$ cat src/rtl/imm_gen_pipe.sv
// Registered RISC-V immediate generator with ready/valid handshake and a main + skid buffer.
// Optional macro IMMGEN_ZICSR_EN enables the Z (CSR uimm) format; without it Z is illegal.
module imm_gen_pipe #(
  parameter int XLEN        = 32,
  parameter int AUTO_DECODE = 1,
  parameter int TAG_W       = 4,
  parameter int CNT_W       = 16
) (
  input  logic             clk,
  input  logic             rst,
  input  logic             flush,
  input  logic             in_valid,
  output logic             in_ready,
  input  logic [31:0]      instr,
  input  logic [2:0]       fmt_sel,
  input  logic [TAG_W-1:0] in_tag,
  output logic             out_valid,
  input  logic             out_ready,
  output logic [XLEN-1:0]  out_imm,
  output logic [2:0]       out_fmt,
  output logic             out_illegal,
  output logic [TAG_W-1:0] out_tag,
  output logic [CNT_W-1:0] illegal_cnt
);

  localparam logic [2:0] FMT_I = 3'b000;
  localparam logic [2:0] FMT_S = 3'b001;
  localparam logic [2:0] FMT_B = 3'b010;
  localparam logic [2:0] FMT_U = 3'b011;
  localparam logic [2:0] FMT_J = 3'b100;
  localparam logic [2:0] FMT_Z = 3'b101;
  localparam logic [2:0] FMT_BAD = 3'b111;
  localparam logic [CNT_W-1:0] CNT_MAX = {CNT_W{1'b1}};

  logic [2:0]       fmt_s;
  logic             ill_s;
  logic [31:0]      imm32_s;
  logic [XLEN-1:0]  imm_s;
  logic             accept_s;
  logic             pop_s;

  logic             main_valid_q, main_valid_d;
  logic [XLEN-1:0]  main_imm_q, main_imm_d;
  logic [2:0]       main_fmt_q, main_fmt_d;
  logic             main_ill_q, main_ill_d;
  logic [TAG_W-1:0] main_tag_q, main_tag_d;
  logic             skid_valid_q, skid_valid_d;
  logic [XLEN-1:0]  skid_imm_q, skid_imm_d;
  logic [2:0]       skid_fmt_q, skid_fmt_d;
  logic             skid_ill_q, skid_ill_d;
  logic [TAG_W-1:0] skid_tag_q, skid_tag_d;
  logic [CNT_W-1:0] cnt_q, cnt_d;

  // Format selection and immediate extraction for the word on the input port.
  always_comb begin
    fmt_s   = fmt_sel;
    ill_s   = 1'b0;
    imm32_s = 32'd0;
    if (AUTO_DECODE != 0) begin
      case (instr[6:0])
        7'b0010011, 7'b0000011, 7'b1100111: fmt_s = FMT_I;
        7'b0100011:                         fmt_s = FMT_S;
        7'b1100011:                         fmt_s = FMT_B;
        7'b0110111, 7'b0010111:             fmt_s = FMT_U;
        7'b1101111:                         fmt_s = FMT_J;
        7'b1110011:                         fmt_s = FMT_Z;
        default:                            fmt_s = FMT_BAD;
      endcase
    end else begin
      fmt_s = fmt_sel;
    end
    case (fmt_s)
      FMT_I: imm32_s = {{21{instr[31]}}, instr[30:20]};
      FMT_S: imm32_s = {{21{instr[31]}}, instr[30:25], instr[11:7]};
      FMT_B: imm32_s = {{20{instr[31]}}, instr[7], instr[30:25], instr[11:8], 1'b0};
      FMT_U: imm32_s = {instr[31:12], 12'd0};
      FMT_J: imm32_s = {{12{instr[31]}}, instr[19:12], instr[20], instr[30:21], 1'b0};
`ifdef IMMGEN_ZICSR_EN
      FMT_Z: imm32_s = {27'd0, instr[19:15]};
`else
      FMT_Z: ill_s = 1'b1;
`endif
      default: ill_s = 1'b1;
    endcase
    // Every legal 32-bit immediate already carries its sign in bit 31 (Z has it clear).
    imm_s = ill_s ? {XLEN{1'b0}} : XLEN'($signed(imm32_s));
  end

  assign accept_s = in_valid & ~skid_valid_q;
  assign pop_s    = main_valid_q & out_ready;

  // Next state of main/skid registers and the illegal counter.
  always_comb begin
    main_valid_d = main_valid_q;
    main_imm_d   = main_imm_q;
    main_fmt_d   = main_fmt_q;
    main_ill_d   = main_ill_q;
    main_tag_d   = main_tag_q;
    skid_valid_d = skid_valid_q;
    skid_imm_d   = skid_imm_q;
    skid_fmt_d   = skid_fmt_q;
    skid_ill_d   = skid_ill_q;
    skid_tag_d   = skid_tag_q;
    cnt_d        = cnt_q;
    if (flush) begin
      main_valid_d = 1'b0;
      main_imm_d   = {XLEN{1'b0}};
      main_fmt_d   = 3'b000;
      main_ill_d   = 1'b0;
      main_tag_d   = {TAG_W{1'b0}};
      skid_valid_d = 1'b0;
      skid_imm_d   = {XLEN{1'b0}};
      skid_fmt_d   = 3'b000;
      skid_ill_d   = 1'b0;
      skid_tag_d   = {TAG_W{1'b0}};
    end else if (accept_s) begin
      // Skid is empty whenever a word is accepted, so only main can be occupied.
      if (!main_valid_q || out_ready) begin
        main_valid_d = 1'b1;
        main_imm_d   = imm_s;
        main_fmt_d   = fmt_s;
        main_ill_d   = ill_s;
        main_tag_d   = in_tag;
      end else begin
        skid_valid_d = 1'b1;
        skid_imm_d   = imm_s;
        skid_fmt_d   = fmt_s;
        skid_ill_d   = ill_s;
        skid_tag_d   = in_tag;
      end
      if (ill_s && (cnt_q != CNT_MAX)) begin
        cnt_d = cnt_q + CNT_W'(1);
      end else begin
        cnt_d = cnt_q;
      end
    end else if (pop_s) begin
      if (skid_valid_q) begin
        main_imm_d   = skid_imm_q;
        main_fmt_d   = skid_fmt_q;
        main_ill_d   = skid_ill_q;
        main_tag_d   = skid_tag_q;
        skid_valid_d = 1'b0;
      end else begin
        main_valid_d = 1'b0;
      end
    end else begin
      cnt_d = cnt_q;
    end
  end

  // State registers with synchronous reset.
  always_ff @(posedge clk) begin
    if (rst) begin
      main_valid_q <= 1'b0;
      main_imm_q   <= {XLEN{1'b0}};
      main_fmt_q   <= 3'b000;
      main_ill_q   <= 1'b0;
      main_tag_q   <= {TAG_W{1'b0}};
      skid_valid_q <= 1'b0;
      skid_imm_q   <= {XLEN{1'b0}};
      skid_fmt_q   <= 3'b000;
      skid_ill_q   <= 1'b0;
      skid_tag_q   <= {TAG_W{1'b0}};
      cnt_q        <= {CNT_W{1'b0}};
    end else begin
      main_valid_q <= main_valid_d;
      main_imm_q   <= main_imm_d;
      main_fmt_q   <= main_fmt_d;
      main_ill_q   <= main_ill_d;
      main_tag_q   <= main_tag_d;
      skid_valid_q <= skid_valid_d;
      skid_imm_q   <= skid_imm_d;
      skid_fmt_q   <= skid_fmt_d;
      skid_ill_q   <= skid_ill_d;
      skid_tag_q   <= skid_tag_d;
      cnt_q        <= cnt_d;
    end
  end

  assign in_ready    = ~skid_valid_q;
  assign out_valid   = main_valid_q;
  assign out_imm     = main_imm_q;
  assign out_fmt     = main_fmt_q;
  assign out_illegal = main_ill_q;
  assign out_tag     = main_tag_q;
  assign illegal_cnt = cnt_q;

endmodule

$ cat config.mk
export PLATFORM = sky130hd
export DESIGN_NAME = imm_gen_pipe
export DESIGN_NICKNAME = d
export VERILOG_FILES = /design/src/rtl/imm_gen_pipe.sv
export SDC_FILE = /design/constraint.sdc
export NUM_CORES = 1
export LEC_CHECK = 0
export ABC_AREA = 1
export CELL_PAD_IN_SITES_DETAIL_PLACEMENT = 2
export CELL_PAD_IN_SITES_GLOBAL_PLACEMENT = 2
export CORE_UTILIZATION = 30
export CTS_CLUSTER_DIAMETER = 40
export DETAILED_ROUTE_END_ITERATION = 7
export HOLD_SLACK_MARGIN = 0.05
export PLACE_DENSITY = 0.86
export SYNTH_ARGS = -nofsm -noshare
export SYNTH_HDL_FRONTEND = slang
export SYNTH_SLANG_ARGS = --single-unit
$ cat constraint.sdc
create_clock -name clk -period 3.99 [get_ports clk]
set_input_delay 0.399 -clock clk [delete_from_list [all_inputs] [get_ports clk]]
set_output_delay 0.399 -clock clk [all_outputs]
set_load 0.02 [all_outputs]
==> impl_metrics.ini <==
[status]
status = complete, no violations

[clock_tree]
cts.sinks = 98
clkLatencyLatePin_ns = 0.35
clockRootBuffer = clkbuf_16
cts_tree = done
cts_buffers = 9
post_cts_buffers = 0
clk_pin_slew_ns = 0.07
clock_path_buffers = 2
cts-hold-fix-buffers = 0
cts_resized = 0
htree_levels = 3

[worst_setup_path]
cp-start-kind = primary input
required_ns = 4.24
critical_path_class = in2reg
cp_max_fo = 53
cp_common_cell = inv_1
crit_chain = clkdlybuf4s50_1 > inv_1 > nor2_4 > nand2_1 > inv_1 > nand2_1 > inv_2 > buf_12 > nand4_1 > o211ai_1 > inv_1
critPathBufInv = 6
max_stage_delay_ns = 0.46
slowest_stage = clkdlybuf4s50_1
cp.arrival_ns = 2.82
worstSetupEndpointType = flip-flop
crit_family = buffers and inverters

[finish]
nNetsFinal = 852
fin_util = 0.394
area_growth_pct = 28.6
multi_input_area_sq_mm = 0.00266
num-fill-cells = 1959
regArea_sq_mm = 0.00196
antenna_cells = 0
drive_gt1_frac = 0.0825

[yosys]
syn_area_sq_mm = 0.00508
synth-seq-area-share = 0.386
yosysMostFrequentCell = nand2_1
syn_inst = 735
synth_common_cells = 149 x nand2_1, 98 x dfxtp_1, 93 x nor2_1
synth_nets = 780
synth_seq_cells = 98
synth_area_leaders = dfxtp_1 39%, nand2_1 11%, a21oi_1 7.4%
yosysWarnings = 0
synth_top_area_share = 0.386
ys_types = 35
async_flop_share = 0
synthFlopType = dfxtp_1
synth_area_leader_cell = dfxtp_1
avgSynthCellArea_sq_um = 6.91
synth_edf_count = 0

[floorplanning]
die_h_um = 132
die_w_um = 132
start_util = 0.306
dieArea_sq_mm = 0.0175
io_pins = 102
core_area_sq_mm = 0.0166
rows = 47

[min_path]
hp-class = reg2reg

[global_routing]
grt_remaining_overflow = 0
grt_max_degree = 54
grtUsageTotal = 0.223
antenna_found_initial = 0
first_global_vias = 5845
grt_pass1_wl_mm = 30.8

[detailed_routing]
wl_per_cell_um = 18.2
drt-total-wl_mm = 18.8
viasPerCell = 5.11
drc = 0
ant_nets = 0
first_pass_iters = 4
vias = 5277
drt_iter0_drc = 260

[pwr]
clkPwrFrac = 0.443
p_sw_frac = 0.261
power_density_mw_per_mm2 = 358
p_comb_frac = 0.124
p_leak_uw = 0.00266
pwr-share-seq = 0.433
internal_power_uw = 1730
power.switching_uw = 610
vdd_drop_max_mv = 0.230

[place]
hpwl_mm = 13.3
io_buffers = 98
gp_congestion = 0.810

[timing]
rsz0062_at_grt = false
finalHoldViolCount = 0
slew_headroom = 0.404
finClkSkew_ns = 0.00761
setup_viol = 0
finalSetupTns_ns = 0
min_period_ns = 2.57
max_clock_freq_ghz = 0.389
worstMarginPinSlew_ns = 0.894
finalCritPeriodShare = 0.645
slew_viol_final = 0

[run]
cap_violations = 0
## worst reg2reg max path: cells and delay by family (launching register included)
family                 cells  cell delay, ns
AND/OR/NAND/NOR            4            0.96
flip-flops                 1            0.42
buffers and inverters      4            0.84
AO/OA/AOI/OAI              1            0.15
## metrics by stage
step,worst slack (ns),hold slack [ns],instances,power (uW),area [sq um]
2_1_floorplan,2.32,0.457,735,1190,5080
3_3_place_gp,1.32,0.454,1016,1310,6180
3_5_place_dp,1.13,0.460,1016,1320,6180
4_1_cts,1.43,0.471,1032,2370,6530
5_1_grt,1.25,0.488,1032,2430,6530
6_report,1.42,0.468,1032,2340,6530
## power groups by stage
stage	sequential [uW]	clock, uW	combinational [uW]
2_1_floorplan	1050	0	137
5_1_grt	1020	1100	314
4_1_cts	1010	1060	292
6_report	1010	1040	289
3_5_place_dp	1040	0	288
3_3_place_gp	1030	0	273
## final timing paths
check | start | to | slack [ns] | cells past startpoint
worst max-delay path | in_valid | skid_imm_q[24]$_SDFFE_PP0P_ | 1.42 | 11
worst min-delay path | out_imm[30]$_SDFFE_PP0P_ | out_imm[30]$_SDFFE_PP0P_ | 0.47 | 2
worst max register to register | skid_valid_q$_SDFFE_PP0P_ | skid_imm_q[24]$_SDFFE_PP0P_ | 1.50 | 9
worst min register to register | out_imm[30]$_SDFFE_PP0P_ | out_imm[30]$_SDFFE_PP0P_ | 0.47 | 2
## cell families (layout without fill, tap and decap cells)
logic type,count (synthesis),after routing,share of synthesized area
AND/OR/NAND/NOR,358,358,0.318
flip-flops,98,98,0.386
buffers and inverters,107,184,0.0929
XOR/XNOR,13,13,0.0224
adder cells (fa/ha/maj),1,1,0.00246
AO/OA/AOI/OAI,158,158,0.178
## area by class of cell
type	instances	share of cell area
sequential	98	0.300
inverter	63	0.0362
clock inverter	7	0.0192
clock buffer	9	0.0345
timing repair buffer	105	0.160
tap	220	0.0421
multi-input combinational	530	0.407
## layer usage
| metal | GRT usage | part of all wire | vias to the layer above |
|---|---|---|---|
| met5 | 0 | 0 | - |
| met2 | 0.402 | 0.52 | 82 |
| met4 | 0.0717 | 0.022 | 0 |
| met1 | 0.267 | 0.44 | 2605 |
| li1 | - | - | 2565 |
| met3 | 0.0384 | 0.026 | 25 |
## state kept, by name (all words and copies together) (netlist names)
name and flops:
skid_tag_q 4, out_imm 32, skid_imm_q 32, out_tag 4, skid_valid_q 1, out_illegal 1, skid_ill_q 1, skid_fmt_q 3
illegal_cnt 16, out_valid 1, out_fmt 3
## cells in the final DEF, fill, tap and decap left out, types with 5 or more instances in the layout
| cell | n |
|---|---|
| nand2_1 | 149 |
| dfxtp_1 | 98 |
| clkdlybuf4s50_1 | 98 |
| nor2_1 | 92 |
| a21oi_1 | 75 |
| nand3_1 | 64 |
| inv_1 | 58 |
| o21ai_0 | 39 |
| nand4_1 | 23 |
| o211ai_1 | 22 |
| a21oi_2 | 10 |
| or2_2 | 9 |
| clkbuf_16 | 9 |
| a31oi_1 | 7 |
| xor2_1 | 7 |
| xnor2_1 | 6 |
| buf_4 | 6 |
| nor2_4 | 5 |
| inv_2 | 5 |
| nand2_4 | 5 |
(Power assumes the default switching activity.)
